## src/rtl/sal_sched_pkg.sv

```systemverilog
// Shared types and DFI pin encodings for the DDR2 command scheduler.
package sal_sched_pkg;

    typedef enum logic [1:0] {
        CMD_ACT = 2'd0,
        CMD_RD  = 2'd1,
        CMD_WR  = 2'd2,
        CMD_PRE = 2'd3
    } cmd_e;

    // Pin order is {cs_n, ras_n, cas_n, we_n}.
    localparam logic [3:0] DFI_ACT   = 4'b0011;
    localparam logic [3:0] DFI_RD    = 4'b0101;
    localparam logic [3:0] DFI_WR    = 4'b0100;
    localparam logic [3:0] DFI_PRE   = 4'b0010;
    localparam logic [3:0] DFI_NOP   = 4'b0111;
    localparam logic [3:0] DFI_DESEL = 4'b1111;

    localparam int unsigned A10_IDX = 10;

endpackage

```

## src/rtl/sal_rr_arbiter.sv

```systemverilog
// Combinational round-robin pick: first request at or above the pointer, with wrap.
module sal_rr_arbiter #(
    parameter int unsigned N  = 4,
    parameter int unsigned PW = $clog2(N)
) (
    input  logic [N-1:0]  i_req,
    input  logic [PW-1:0] i_ptr,
    output logic [N-1:0]  o_gnt,
    output logic [PW-1:0] o_idx
);

    always_comb begin
        logic          found;
        logic [PW-1:0] cand;
        o_gnt = '0;
        o_idx = '0;
        found = 1'b0;
        cand  = '0;
        // N is a power of two, so the PW-bit add wraps naturally.
        for (int k = 0; k < N; k++) begin
            cand = i_ptr + PW'(k);
            if (!found && i_req[cand]) begin
                found        = 1'b1;
                o_gnt[cand]  = 1'b1;
                o_idx        = cand;
            end
        end
    end

endmodule

```

## src/rtl/sal_cmd_sched.sv

```systemverilog
// Per-bank DDR2 command scheduler: round-robin pick of timing-eligible requests,
// inter-bank tRRD/tCCD/tWTR/tRTW enforcement and registered DFI command drive.
module sal_cmd_sched
    import sal_sched_pkg::*;
#(
    parameter int unsigned BK_CNT = 4,
    parameter int unsigned BA_W   = $clog2(BK_CNT),
    parameter int unsigned ADDR_W = 14,
    parameter int unsigned COL_W  = 10,
    parameter int unsigned TMR_W  = 5
) (
    input  logic                     i_clk,
    input  logic                     i_rst,
    input  logic [BK_CNT-1:0]        i_req_valid,
    input  logic [2*BK_CNT-1:0]      i_req_cmd,
    input  logic [ADDR_W*BK_CNT-1:0] i_req_ra,
    input  logic [COL_W*BK_CNT-1:0]  i_req_ca,
    output logic [BK_CNT-1:0]        o_gnt,
    input  logic [TMR_W-1:0]         i_cfg_trrd,
    input  logic [TMR_W-1:0]         i_cfg_tccd,
    input  logic [TMR_W-1:0]         i_cfg_twtr,
    input  logic [TMR_W-1:0]         i_cfg_trtw,
    output logic                     o_dfi_cs_n,
    output logic                     o_dfi_ras_n,
    output logic                     o_dfi_cas_n,
    output logic                     o_dfi_we_n,
    output logic [BA_W-1:0]          o_dfi_bank,
    output logic [ADDR_W-1:0]        o_dfi_address,
    output logic                     o_rd_issue,
    output logic                     o_wr_issue
);

    // Saturating decrement; also turns a cfg value into its load value max(cfg-1, 0).
    function automatic logic [TMR_W-1:0] f_sat_dec(input logic [TMR_W-1:0] v);
        return (v == '0) ? '0 : v - 1'b1;
    endfunction

    logic [TMR_W-1:0]  r_rrd_cnt, r_ccd_cnt, r_wtr_cnt, r_rtw_cnt;
    logic [BA_W-1:0]   r_ptr;
    logic [3:0]        r_pins;
    logic [BA_W-1:0]   r_bank;
    logic [ADDR_W-1:0] r_addr;
    logic              r_rd_issue, r_wr_issue;

    logic [BK_CNT-1:0] w_elig;
    logic [BK_CNT-1:0] w_gnt;
    logic [BA_W-1:0]   w_idx;
    logic              w_any;
    cmd_e              w_cmd;
    logic [ADDR_W-1:0] w_ra, w_ca_ext;
    logic [3:0]        w_pins;
    logic [BA_W-1:0]   w_bank;
    logic [ADDR_W-1:0] w_addr;
    logic              w_rd_issue, w_wr_issue;

    always_comb begin
        cmd_e c;
        w_elig = '0;
        c      = CMD_ACT;
        for (int b = 0; b < BK_CNT; b++) begin
            c = cmd_e'(i_req_cmd[2*b +: 2]);
            unique case (c)
                CMD_ACT: w_elig[b] = i_req_valid[b] && (r_rrd_cnt == '0);
                CMD_RD:  w_elig[b] = i_req_valid[b] && (r_ccd_cnt == '0) && (r_wtr_cnt == '0);
                CMD_WR:  w_elig[b] = i_req_valid[b] && (r_ccd_cnt == '0) && (r_rtw_cnt == '0);
                CMD_PRE: w_elig[b] = i_req_valid[b];
                default: w_elig[b] = 1'b0;
            endcase
        end
        if (i_rst) begin
            w_elig = '0;
        end
    end

    sal_rr_arbiter #(
        .N  (BK_CNT),
        .PW (BA_W)
    ) u_arb (
        .i_req (w_elig),
        .i_ptr (r_ptr),
        .o_gnt (w_gnt),
        .o_idx (w_idx)
    );

    assign o_gnt    = w_gnt;
    assign w_any    = |w_gnt;
    assign w_cmd    = cmd_e'(i_req_cmd[{w_idx, 1'b0} +: 2]);
    assign w_ra     = i_req_ra[w_idx*ADDR_W +: ADDR_W];
    assign w_ca_ext = ADDR_W'(i_req_ca[w_idx*COL_W +: COL_W]);

    always_comb begin
        w_pins     = DFI_DESEL;
        w_bank     = r_bank;
        w_addr     = r_addr;
        w_rd_issue = 1'b0;
        w_wr_issue = 1'b0;
        if (w_any) begin
            w_bank = w_idx;
            unique case (w_cmd)
                CMD_ACT: begin
                    w_pins = DFI_ACT;
                    w_addr = w_ra;
                end
                CMD_RD: begin
                    w_pins     = DFI_RD;
                    w_addr     = w_ca_ext;
                    w_rd_issue = 1'b1;
                end
                CMD_WR: begin
                    w_pins     = DFI_WR;
                    w_addr     = w_ca_ext;
                    w_wr_issue = 1'b1;
                end
                CMD_PRE: begin
                    w_pins = DFI_PRE;
                    w_addr = '0;
                end
                default: w_pins = DFI_DESEL;
            endcase
            // No auto-precharge on RD/WR, single-bank PRE.
            if (w_cmd != CMD_ACT) begin
                w_addr[A10_IDX] = 1'b0;
            end
        end
    end

    always_ff @(posedge i_clk or posedge i_rst) begin
        if (i_rst) begin
            r_rrd_cnt <= '0;
            r_ccd_cnt <= '0;
            r_wtr_cnt <= '0;
            r_rtw_cnt <= '0;
        end else begin
            r_rrd_cnt <= (w_any && w_cmd == CMD_ACT) ? f_sat_dec(i_cfg_trrd)
                                                     : f_sat_dec(r_rrd_cnt);
            r_ccd_cnt <= (w_any && (w_cmd == CMD_RD || w_cmd == CMD_WR)) ? f_sat_dec(i_cfg_tccd)
                                                                         : f_sat_dec(r_ccd_cnt);
            r_rtw_cnt <= (w_any && w_cmd == CMD_RD) ? f_sat_dec(i_cfg_trtw)
                                                    : f_sat_dec(r_rtw_cnt);
            r_wtr_cnt <= (w_any && w_cmd == CMD_WR) ? f_sat_dec(i_cfg_twtr)
                                                    : f_sat_dec(r_wtr_cnt);
        end
    end

    always_ff @(posedge i_clk or posedge i_rst) begin
        if (i_rst) begin
            r_ptr      <= '0;
            r_pins     <= DFI_DESEL;
            r_bank     <= '0;
            r_addr     <= '0;
            r_rd_issue <= 1'b0;
            r_wr_issue <= 1'b0;
        end else begin
            if (w_any) begin
                r_ptr <= w_idx + 1'b1;
            end
            r_pins     <= w_pins;
            r_bank     <= w_bank;
            r_addr     <= w_addr;
            r_rd_issue <= w_rd_issue;
            r_wr_issue <= w_wr_issue;
        end
    end

    assign o_dfi_cs_n    = r_pins[3];
    assign o_dfi_ras_n   = r_pins[2];
    assign o_dfi_cas_n   = r_pins[1];
    assign o_dfi_we_n    = r_pins[0];
    assign o_dfi_bank    = r_bank;
    assign o_dfi_address = r_addr;
    assign o_rd_issue    = r_rd_issue;
    assign o_wr_issue    = r_wr_issue;

endmodule
```

## config.mk

```make
export PLATFORM = sky130hd
export DESIGN_NAME = sal_cmd_sched
export DESIGN_NICKNAME = d
export VERILOG_FILES = /design/src/rtl/sal_sched_pkg.sv /design/src/rtl/sal_rr_arbiter.sv /design/src/rtl/sal_cmd_sched.sv
export SDC_FILE = /design/constraint.sdc
export NUM_CORES = 1
export LEC_CHECK = 0
export CORE_MARGIN = 2
export CORE_UTILIZATION = 50
export DETAILED_ROUTE_END_ITERATION = 12
export PLACE_DENSITY = 0.95
export SLEW_MARGIN = 25
export SYNTH_ARGS = -nofsm -noshare
export SYNTH_HDL_FRONTEND = slang
export SYNTH_SLANG_ARGS = --single-unit
```

## constraint.sdc

```tcl
create_clock -name i_clk -period 7.55 [get_ports i_clk]
set_input_delay 1.1325 -clock i_clk [delete_from_list [all_inputs] [get_ports i_clk]]
set_output_delay 1.1325 -clock i_clk [all_outputs]
set_load 0.02 [all_outputs]
```

-- After elaboration in Yosys (flattened, before gate mapping)
Cells that the tools add are included.
- reduce and logical (&&, ||, !) cells: 47
- $add $sub $neg: 12
- shift-type cells: 3
- bitwise gates (word level): 3
- $lt $le $gt $ge: 8
- equality and inequality tests: 15
- multiply operators: 2
- mux-type cells: 52
- operator list (operator ; number):
    5-bit two-way mux ; 12
    56-bit by 7-bit indexed part select with 14-bit output ; 1
    14-bit case mux with 3 select lines ; 1
    5-bit zero test ; 8
    40-bit by 7-bit indexed part select with 10-bit output ; 1
    5-bit by 1-bit subtractor with 5-bit output, second input constant ; 8
    1-bit logical AND ; 27
    4-bit two-way mux ; 6
    2-bit == test, second input constant ; 10
    1-bit two-way mux ; 16
    1-bit case mux with 4 select lines ; 4
    4-bit case mux with 4 select lines ; 1
    2-bit by 3-bit < comparator with 1-bit output, second input constant ; 4
    4-bit bitwise OR ; 3
    2-bit by 1-bit == test with 1-bit output, second input constant ; 5
    2-bit zero test ; 5
    2-bit by 3-bit multiplier with 5-bit output, second input constant ; 2
    1-bit binary-select mux with 2-bit select ; 4
    1-bit demux with 2-bit select ; 4
    2-bit by 1-bit greater-or-equal comparator with 1-bit output, second input constant ; 4
    2-bit two-way mux ; 4
    8-bit by 4-bit indexed part select with 2-bit output ; 1
    2-bit by 1-bit adder with 2-bit output, second input constant ; 2
    2-bit adder, second input constant ; 2
    other kinds (5) ; 7
- input port bits: 130
- output and inout bits: 26
- register bits after elaboration: 44

-- Logic depth before layout (Yosys ltp)
- depth in word-level cells: 22
- depth in mapped cells: 22
- gate-level depth less buffers: 18

-- Cells and area by module
Synthesis repeated with hierarchy kept, for this count alone.
- cell total of the unflattened synthesis: 335
- area, all modules: 3624.7 µm²
- by module, submodules not included (module ; cells an instance ; sequential area each (µm²) ; area an instance (µm²) ; times used):
    sal_cmd_sched ; 289 ; 1106.1 ; 3205.6 ; 1
    sal_rr_arbiter ; 46 ; 0.0 ; 419.2 ; 1

-- Worst setup path before layout
No wires, ideal clock.
- path type: input to register
- start point: input i_rst
- end point: register r_addr[1] (netlist: o_dfi_address[1])
- required time: 7.485 ns
- stages: 20
- slack: 1.987 ns
- data arrival time: 5.498 ns
- path buffers: 4
- cells stage by stage: inv_1 -> a41oi_1 -> o21ai_1 -> nand4_1 -> a2bb2oi_1 -> nand2_1 -> o21a_1 -> buf_2 -> buf_2 -> mux2i_1 -> inv_1 -> ha_1 -> clkbuf_1 -> nor2_1 -> clkbuf_1 -> nand2_1 -> nor2_1 -> a211oi_1 -> mux2i_1 -> mux2_2
- longest elaborated chain between the ends: 17
- elaborated cells on any way between the ends: 41
- those cells by class: mul: 2; eq/ne: 3; shift: 3; mux: 21; bitwise: 3; reduce/logical: 9
- ends and longest elaborated chain (element ; RTL line ; RTL):
    start, declared ; sal_cmd_sched.sv:13 ; input logic i_rst,
    4-bit two-way mux (*) ; sal_cmd_sched.sv:70 ; if (i_rst) begin
    parallel branches: the longest is 16 deep, another holds 1-bit binary-select mux with 2-bit select ; n/a ;
    end signal, assigned ; sal_cmd_sched.sv:159 ; r_addr <= w_addr;
    end, declared ; sal_cmd_sched.sv:42 ; logic [ADDR_W-1:0] r_addr;
Mark *: on every way between the ends. The select of a mux whose other input is x is not followed.
A chain may end at the register's enable or synchronous reset.

-- Final worst setup path
- start point: input i_req_cmd[6]
- end point: register r_addr[1] (netlist: o_dfi_address[1])
- longest elaborated chain between the ends: 19
- elaborated cells on any way between the ends: 46
- those cells by class: mul: 2; eq/ne: 6; shift: 3; mux: 22; bitwise: 3; reduce/logical: 10
- ends and longest elaborated chain (element ; RTL line ; RTL):
    start, declared ; sal_cmd_sched.sv:15 ; input logic [2*BK_CNT-1:0] i_req_cmd,
    parallel branches: the longest is 19 deep, another holds 1-bit case mux with 4 select lines ; n/a ;
Several ways; the timed one is not identified. The select of a mux whose other input is x is not followed.

==> key figures <==
Run status
  – Outcome: finished clean

STA
  – # setup viols final: 0
  – Achievable Freq: 172 MHz
  – Headroom to the max-slew limit: 0.465
  – Largest clock skew in the final design: 12.8 ps
  – Final setup slack of the worst path: 1720 ps
  – Clock period minus final worst setup slack: 5830 ps
  – Transition at the pin with the smallest max-transition slack: 800 ps
  – Fin crit share: 0.772
  – Final max-slew violation count: 0
  – Final hold viol count: 0
  – RSZ-0062 raised after global routing: false
  – Total Neg Setup Slack: 0 ps

Detailed routing
  – Total detailed-routing wirelength: 13.1 mm
  – Antenna Violating Nets Remaining: 0
  – Number of DRC markers after the initial detailed-route iteration: 363
  – Routed wire length per instance: 17.2 um
  – Count of unresolved DRC violations after routing: 0
  – Vias: 4393
  – Number of vias per cell: a little under 6
  – Number of detailed-routing iterations run before antenna repair: 7

GRT
  – Total global routing track utilization: 0.268
  – Via count of the first global-routing pass: around 4500
  – Initial antenna violation count: 0
  – Largest net degree at the start of global routing: 71
  – First-pass GRT wire length: 21.1 mm
  – GR Overflow Total: 0

Placed design
  – Hpwl dp: 10.2 mm
  – Pre-CTS setup slack: 1520 ps
  – Total of buffers placed on input and output ports: 155
  – Global placer's final weighted congestion: 0.927

Pwr
  – Power share of the clock group: 0.101
  – Pwr Density: 312 mW/mm^2
  – Sequential Power Share: 0.233
  – Sw Ratio: 0.442
  – Logic gate share of total power: 0.666
  – Worst vdd ir: 0.000179 V
  – Net switching power of the design: 0.848 mW
  – Leakage power: 2.61 nW
  – Internal power consumption: 1.07 mW

Floorplan
  – Number of top-level pins: about 160
  – Num rows: 34
  – Core footprint: 0.00859 mm^2
  – X dimension of the die: 97.6 um
  – DIE HEIGHT: 97.6 um
  – Starting utilization of the core area: 0.510
  – Die ar.: 0.00953 mm^2

Critical path
  – Biggest fanout along the worst timing path: 40
  – Sort of element at the end of the critical path: flop
  – Critical path data required time: 7800 ps
  – WS Path Type: in2reg
  – Critical path startpoint category: input port
  – Worst path arrival time: 6070 ps

Yosys
  – Number of warnings printed during yosys synthesis: 0
  – Cells taking the most area after synthesis: sky130_fd_sc_hd__dfrtp_1 (23%), sky130_fd_sc_hd__mux2_2 (13%), sky130_fd_sc_hd__ha_1 (9.4%)
  – Number of instances in the synthesized netlist: between 500 and 600
  – Top cell types by occurrence after synthesis: sky130_fd_sc_hd__nor2_1 (74), sky130_fd_sc_hd__mux2_2 (51), sky130_fd_sc_hd__inv_1 (42)
  – Ys flop type: sky130_fd_sc_hd__dfrtp_1
  – Net Count, Synth: 667
  – Share of async-settable or async-resettable flops after synthesis: 1.00
  – Number of distinct library cells after synthesis: 55
  – Mean cell area of the mapped netlist: 8.69 um^2
  – Sequential element share of the synthesized area: 0.252
  – Mapped Area: approximately 0.0044 mm^2
  – Cell with the most instances after synthesis: sky130_fd_sc_hd__nor2_1
  – Synth Register Bits: 44
  – Post-synth EDFFs: 0
  – Proportion of netlist area held by the largest area contributor: 0.229
  – Cell type with the largest total area after synthesis: sky130_fd_sc_hd__dfrtp_1

CTS
  – TritonCTS clock tree: built
  – Clock Latency Late Sink: 300 ps
  – PostCTS Resize Cnt: 0
  – Setup Fix Bufs, Post-CTS: 0
  – Clock tree buffer depth: 2
  – Buffer type at the clock tree root: sky130_fd_sc_hd__clkbuf_8
  – CTS sink cnt: 44
  – Number of hold buffers added after CTS: 0
  – Clock-pin slew on the worst setup and hold paths: about 90 ps
  – Clock buffer count from CTS: 5
  – H-tree depth: 2

Hold path
  – Type of the tightest min-delay check: reg2reg

Layout
  – Net total in the final layout: 813
  – Area of all sequential standard cells: 0.00111 mm^2
  – Share of cells above drive strength 1: 0.132
  – Filler cells: 617
  – Area growth from synthesis to layout: 40.3%
  – Ant. Diodes: 0
  – Area of combinational cells with multiple inputs: 0.00304 mm^2

Flow run
  – Max Cap Viol: 0
[power by group through the flow]
stage          clock network [mW]  logic (mW)  registers, mW
5_1_grt                     0.208        1.39          0.459
6_report                    0.194        1.28          0.447
2_1_floorplan                   0       0.852          0.481
3_3_place_gp                    0        1.21          0.444
4_1_cts                     0.197        1.27          0.445
3_5_place_dp                    0        1.26          0.448
[placed cells by master, fill, tap and decap left out, drive strengths merged, types with 3 or more instances in the layout]
master         instances
clkdlybuf4s50        155
nor2                  74
mux2                  52
inv                   43
nand2                 41
dfrtp                 40
ha                    33
mux2i                 31
and3                  20
a211oi                20
nor3                  17
xnor2                 16
a21oi                 16
o211ai                12
nand3                  6
clkbuf                 6
o21ai                  6
nor4bb                 5
o21a                   5
mux4                   4
buf                    4
dfstp                  4
nor4b                  4
a21boi                 4
nor2b                  3
nand4b                 3
a31oi                  3
o221ai                 3
[cells by family (layout without fill, tap and decap cells)]
family / count (synthesis) / after routing / share of synthesized area
muxes: 87 / 87 / 0.225
AOI/OAI and AO/OA: 82 / 82 / 0.140
and+or+nand+nor: 177 / 177 / 0.198
xor gates and xnor gates: 17 / 17 / 0.0340
adders and majority gates: 33 / 33 / 0.0943
buffers and inverters: 64 / 211 / 0.0563
DFF: 44 / 44 / 0.252
[per-stage QoR]
stage	util	hold slack [ps]	std cells	area [um^2]	total power, mW
2_1_floorplan	-	567	504	4380	1.33
3_3_place_gp	0.700	492	751	6020	1.65
3_5_place_dp	0.701	495	751	6020	1.71
4_1_cts	0.715	516	759	6150	1.92
5_1_grt	0.715	543	759	6150	2.06
6_report	0.715	514	759	6150	1.92
[per-layer routing]
metal / wire length, um / global-route usage / vias up
met4: 366 / 0.100 / 0
met1: 5110 / 0.326 / 2097
met2: 6880 / 0.484 / 179
met5: 0 / 0 / -
li1: - / - / 2077
met3: 703 / 0.0302 / 40
[sequential cells by signal, summed over array words and instances, names as in the netlist]
| name | cells |
|---|---|
| r_ccd_cnt | 5 |
| r_pins | 4 |
| r_rrd_cnt | 5 |
| o_wr_issue | 1 |
| o_dfi_bank | 2 |
| o_rd_issue | 1 |
| r_wtr_cnt | 5 |
| o_dfi_address | 14 |
| r_ptr | 2 |
| r_rtw_cnt | 5 |
[path summary, 6_finish.rpt]
| check | from | to | slack, ps | cells after the start |
|---|---|---|---|---|
| min reg2reg | o_dfi_address[2]$_DFFE_PP0P_ | o_dfi_address[2]$_DFFE_PP0P_ | 510 | 1 |
| max | i_req_cmd[6] | o_dfi_address[1]$_DFFE_PP0P_ | 1720 | 17 |
| max in group asynchronous | i_rst | r_rtw_cnt[4]$_DFF_PP0_ | 5640 | 3 |
| max reg2reg | r_wtr_cnt[0]$_DFF_PP0_ | o_dfi_address[1]$_DFFE_PP0P_ | 2380 | 16 |
| min | o_dfi_address[2]$_DFFE_PP0P_ | o_dfi_address[2]$_DFFE_PP0P_ | 510 | 1 |
| min in group asynchronous | i_rst | r_ccd_cnt[2]$_DFF_PP0_ | 1500 | 3 |
[critical path, stage by stage]
cell and delay (ps):
sky130_fd_sc_hd__clkdlybuf4s50_1 500, sky130_fd_sc_hd__inv_1 80, sky130_fd_sc_hd__ha_1 280, sky130_fd_sc_hd__nor4bb_1 430, sky130_fd_sc_hd__nand2_1 180, sky130_fd_sc_hd__o21ai_1 430
sky130_fd_sc_hd__nor4_1 120, sky130_fd_sc_hd__a2bb2oi_1 270, sky130_fd_sc_hd__nand2_1 280, sky130_fd_sc_hd__o21a_1 330, sky130_fd_sc_hd__mux2_2 320, sky130_fd_sc_hd__ha_1 350
sky130_fd_sc_hd__nor2_4 640, sky130_fd_sc_hd__and3_1 270, sky130_fd_sc_hd__a211oi_1 90, sky130_fd_sc_hd__mux2i_1 190, sky130_fd_sc_hd__mux2_2 170
[cell type report]
type | count | share of cell area
clock buffer | 6 | 0.0134
clock inverter | 2 | 0.00631
inverter | 44 | 0.0269
multi-input combinational | 396 | 0.494
sequential | 44 | 0.180
tap | 108 | 0.0220
timing repair buffer | 159 | 0.257
Note: power is estimated with default switching activity, not from simulation.
==> patch 1, RTL diff (config.mk and constraints unchanged) <==
Change the parameter `COL_W` from 10 to 20.
--- a/src/rtl/sal_cmd_sched.sv
+++ b/src/rtl/sal_cmd_sched.sv
@@ -6,7 +6,7 @@
     parameter int unsigned BK_CNT = 4,
     parameter int unsigned BA_W   = $clog2(BK_CNT),
     parameter int unsigned ADDR_W = 14,
-    parameter int unsigned COL_W  = 10,
+    parameter int unsigned COL_W  = 20,
     parameter int unsigned TMR_W  = 5
 ) (
     input  logic                     i_clk,
Interface: changed (resized i_req_ca); port bits go from 156 to 196. No check against the original RTL was run, so the function may have changed too.
==> patch 1 against the unedited design <==
Sequential cell count is the same; wire length shrank 2.4%; non-clock buffer count grew 12; largest cell class unchanged; worst setup slack lost 0.070 ns; power grew 13%; cell count shrank 2.9%; final area grew 3.2%; area after synthesis grew 3.1%; highest routed layer unchanged; critical path type is now input pin to output port.
==> patch 1: results (changes against the unedited design) <==
{| class="wikitable"
! Metric !! Value
|-
| Number of nets at the end of the flow || 832 (+2.3%)
|-
| Cell variety after synth || 57 (+3.6%)
|-
| Placement Setup Slack || 1.588 ns (+0.06598 ns)
|-
| Detailed placement HPWL || 10260 µm (+0.21%)
|-
| Clock Skews || 0.01197 ns (-0.0008135 ns)
|-
| Fraction of the mapped netlist area in adder cells || 0.09424 (about the same)
|-
| Clk pwr || 151 µW (-22%)
|-
| Vias in the first global route || 4469 (+0.43%)
|-
| Via-to-Cell Ratio || 5.852 (+1.1%)
|-
| Top cells by area, synth || dfrtp_1 (22%), mux2i_1 (11%), ha_1 (9.4%)
|-
| Post-synthesis sequential area ratio || 0.2450 (-0.007488)
|-
| Standard cell with the maximum stage delay on the critical path || clkdlybuf4s50_1
|-
| WL per Instance || 17.29 µm (+0.52%)
|-
| Mux cell area share after synthesis || 0.2215 (-0.003626)
|-
| Worst R2R Path Depth || 14 (-2)
|-
| Kind of cell adding the most delay to the critical path || buffers and inverters
|-
| Proportion of power drawn by combinational gates || 0.711 (+0.045)
|-
| Highest cell delay on the worst timing path || 0.60 ns (-0.04 ns)
|-
| PortBufs || 167 (+7.7%)
|-
| Maximum vdd ir drop || 174.8 µV (-2.5%)
|-
| Cell types with the highest counts after synthesis || mux2i_1 (50), nor2_1 (50), dfrtp_1 (40)
|-
| CP arrival || 4.76 ns (-1.31 ns)
|-
| Fraction of the mapped netlist area in compound gates || 0.1627 (+0.02302)
|-
| Outcome || complete, no violations
|-
| RR Endpoint || o_dfi_address[2]$_DFFE_PP0P_
|-
| Net count after synthesis || 672 (+0.75%)
|-
| Worst reg2reg setup slack || 2.50 ns (+0.12 ns)
|-
| Synthesized-area fraction occupied by xor and xnor cells || 0.03298 (-0.001008)
|-
| Maximum number of pins on one net before global-route repair || 45 (-37%)
|-
| Average cell area after synthesis || 9.646 µm² (+11%)
|-
| Rel. slew slack || 0.3943 (-0.07121)
|-
| Cell leakage power || 0.002591 µW (-0.53%)
|-
| Switching power as a share of total power || 0.4409 (-0.001018)
|-
| Number of violations reported at the end of detailed-routing iteration 0 || 202 (-44%)
|-
| Number of fillers in the final layout || 578 (-6.3%)
|-
| Hold worst-path end || o_dfi_bank[1]$_DFFE_PP0P_
|-
| Cell Area, Placed || 0.006247 mm² (+3.7%)
|-
| Global-route wire length before repair || 20340 µm (-3.5%)
|-
| Crit path capture || o_gnt[0]
|-
| Peak fanout along the critical path || 20 (-50%)
|-
| Placed Cells incl. Taps || 729 (-2.9%)
|-
| Power density normalized to cell area || 341.8 mW/mm² (+9.5%)
|-
| Overall routing resource usage || 0.2522 (-0.01576)
|-
| Worst hold path startpoint || o_dfi_bank[1]$_DFFE_PP0P_
|}
[patch 1: cell count changes after synthesis, moves of 12 or more]
cell	delta
mux2_2	-34
nor2_1	-24
a211oi_1	-20
mux2i_1	+19
nand2_1	-19
and3_1	-17
mux2_4	+16
o22a_1	+13
a2bb2oi_1	+12
[patch 1: layer usage]
| layer | global-route usage | wire [µm] | up-vias |
|---|---|---|---|
| met4 | 0.09694 | 452 | 0 |
| met5 | 0 | 0 | - |
| met3 | 0.04539 | 799 | 44 |
| met1 | 0.2813 | 4707 | 2016 |
| met2 | 0.4719 | 6782 | 215 |
| li1 | - | - | 2038 |
[patch 1: final cells by class]
cell class                      count  area [µm²]  share of cell area
Sequential cell                    44        1106              0.1745
Timing Repair Buffer              171        1702              0.2684
Clock inverter                      2       12.51            0.001974
Inverter                           31       116.4             0.01835
Tap cell                          108       135.1             0.02131
Clock buffer                        6       72.57             0.01145
Multi-Input combinational cell    375        3196              0.5040
==> patch 2, RTL diff (config.mk and constraints unchanged) <==
Made on the original files. `r_addr` no longer has a reset.
--- a/src/rtl/sal_cmd_sched.sv
+++ b/src/rtl/sal_cmd_sched.sv
@@ -147,7 +147,6 @@
             r_ptr      <= '0;
             r_pins     <= DFI_DESEL;
             r_bank     <= '0;
-            r_addr     <= '0;
             r_rd_issue <= 1'b0;
             r_wr_issue <= 1'b0;
         end else begin
@@ -156,10 +155,13 @@
             end
             r_pins     <= w_pins;
             r_bank     <= w_bank;
-            r_addr     <= w_addr;
             r_rd_issue <= w_rd_issue;
             r_wr_issue <= w_wr_issue;
         end
+    end
+
+    always_ff @(posedge i_clk) begin
+        r_addr <= w_addr;
     end
 
     assign o_dfi_cs_n    = r_pins[3];
Behaviour: differs if i_rst is asserted again (counterexample within 4 cycles, from zero or initial values and one cycle with i_rst high); with i_rst held inactive, the same outputs for 4 cycles.
==> patch 2 against the unedited design <==
Sequential share of layout area grew 2.4 points; first-iteration DRC count shrank 26%; wire length shrank 1.9%; power shrank 0.81%; sequential power grew 12%; clock skew shrank 0.0070 ns; combinational power shrank 3%; final area shrank 6.2%; sequential cell count is the same; global-route usage grew 2.0 points; hold slack lost 0.0031 ns; cell count shrank 11%; worst setup slack lost 0.21 ns; area after synthesis shrank 8.6%; largest power group unchanged.
==> patch 2: results (changes against the unedited design) <==
{| class="wikitable"
! Metric !! Value
|-
| Outcome || complete, no violations
|-
| Standard cell with the maximum stage delay on the critical path || a221oi_1
|-
| Number of flops mapped to enable cells by yosys || 14 (+14)
|-
| Placement Setup Slack || 1.451 ns (-0.07115 ns)
|-
| Mux cell area share after synthesis || 0.1766 (-0.04852)
|-
| CP arrival || 4.90 ns (-1.17 ns)
|-
| RR Endpoint || o_dfi_bank[0]$_DFFE_PP0P_
|-
| Worst R2R Path Depth || 12 (-4)
|-
| Highest cell delay on the worst timing path || 0.61 ns (-0.03 ns)
|-
| Placed Cells incl. Taps || 669 (-11%)
|-
| Peak fanout along the critical path || 19 (-53%)
|-
| FFs w/ async S/R, synth || 0.6818 (-0.3182)
|-
| Worst hold path startpoint || r_rtw_cnt[0]$_DFF_PP0_
|-
| Maximum number of pins on one net before global-route repair || 51 (-28%)
|-
| Hold WS || 0.5113 ns (-0.003110 ns)
|-
| Detailed placement HPWL || 10420 µm (+1.8%)
|-
| Synthesized-area fraction occupied by xor and xnor cells || 0.03719 (+0.003197)
|-
| Final weighted congestion in routability-driven placement || 1.000 (+8.0%)
|-
| Flip-flop count of the largest register after layout || 14 (unchanged)
|-
| Number of violations reported at the end of detailed-routing iteration 0 || 270 (-26%)
|-
| Overall routing resource usage || 0.2877 (+0.01972)
|-
| Via-to-Cell Ratio || 5.932 (+2.5%)
|-
| Number of nets at the end of the flow || 738 (-9.2%)
|-
| Worst reg2reg setup slack || 2.31 ns (-0.07 ns)
|-
| Maximum vdd ir drop || 219.5 µV (+22%)
|-
| Fraction of the mapped netlist area in adder cells || 0.1063 (+0.01199)
|-
| Reg2Reg Launch Point || r_rrd_cnt[0]$_DFF_PP0_
|-
| Proportion of layout cells with a drive suffix above 1 || 0.08522 (-0.04689)
|-
| Final critical-path required period || 6.033 ns (+0.2061 ns)
|-
| Cell Area, Placed || 0.005657 mm² (-6.1%)
|-
| Cell types with the highest counts after synthesis || mux2i_1 (56), ha_1 (34), inv_1 (31), o22ai_1 (31), nor2_1 (30)
|-
| Cells after Synth || 423 (-16%)
|-
| Hold worst-path end || r_rtw_cnt[0]$_DFF_PP0_
|-
| Clock Skews || 0.005752 ns (-0.007033 ns)
|-
| Net count after synthesis || 587 (-12%)
|-
| Kind of cell adding the most delay to the critical path || buffers and inverters
|-
| Final cell count without fillers || 677 (-11%)
|-
| Rel. slew slack || 0.4396 (-0.02588)
|-
| Post-synthesis sequential area ratio || 0.2937 (+0.04125)
|-
| Global-route wire length before repair || 19580 µm (-7.1%)
|-
| WL per Instance || 18.91 µm (+9.9%)
|}
patch 2: power breakdown:
group	switching [µW]	internal (µW)	total (µW)
clock network	82.2	84.6	167
registers	95.1	406	501
logic	667	568	1240
total	845	1060	1900
patch 2: worst reg2reg max path: stages (launching register included):
cell and delay, ns:
dfrtp_1 0.40, inv_1 0.09, ha_1 0.21, nor4b_2 0.62, o211ai_1 0.23, nor3_1 0.58, nor4_1 0.18, o31ai_2 0.44
nand2_1 0.28, a2111oi_4 0.58, and2_1 0.69, inv_2 0.38, mux2_1 0.43
patch 2: per-layer routing:
layer / track usage / part of all wire / up-vias
li1: - / - / 1894
met5: 0 / 0 / -
met3: 0.04593 / 0.066 / 35
met2: 0.5030 / 0.52 / 201
met4: 0.06373 / 0.024 / 0
met1: 0.3740 / 0.39 / 1886
patch 2: cell families after synthesis:
logic type	after synthesis
flops	44
fa+ha+maj	34
xor+xnor	17
mux	67
buf+inv	46
compound gates	101
simple gates	114
patch 2: worst max-delay path by stage:
| stage | startpoint | end | cells after the start |
|---|---|---|---|
| 3_5_place_dp | i_rst | o_dfi_bank[0]$_DFFE_PP0P_ | 12 |
| 2_1_floorplan | i_rst | o_dfi_address[1]$_DFFE_PP_ | 16 |
| 5_1_grt | i_rst | o_gnt[0] | 9 |
| 3_3_place_gp | i_rst | o_dfi_bank[0]$_DFFE_PP0P_ | 12 |
| 6_report | i_rst | o_gnt[0] | 9 |
| 4_1_cts | i_rst | o_gnt[0] | 9 |
patch 2: cell type report:
type                            instances  area (µm²)
Clock buffer                            6       93.84
Inverter                               33       123.9
Sequential cell                        44        1176
Timing Repair Buffer                  157        1567
Tap cell                              102       127.6
Fill cell                             513        1964
Clock inverter                          2       12.51
Multi-Input combinational cell        333        2663
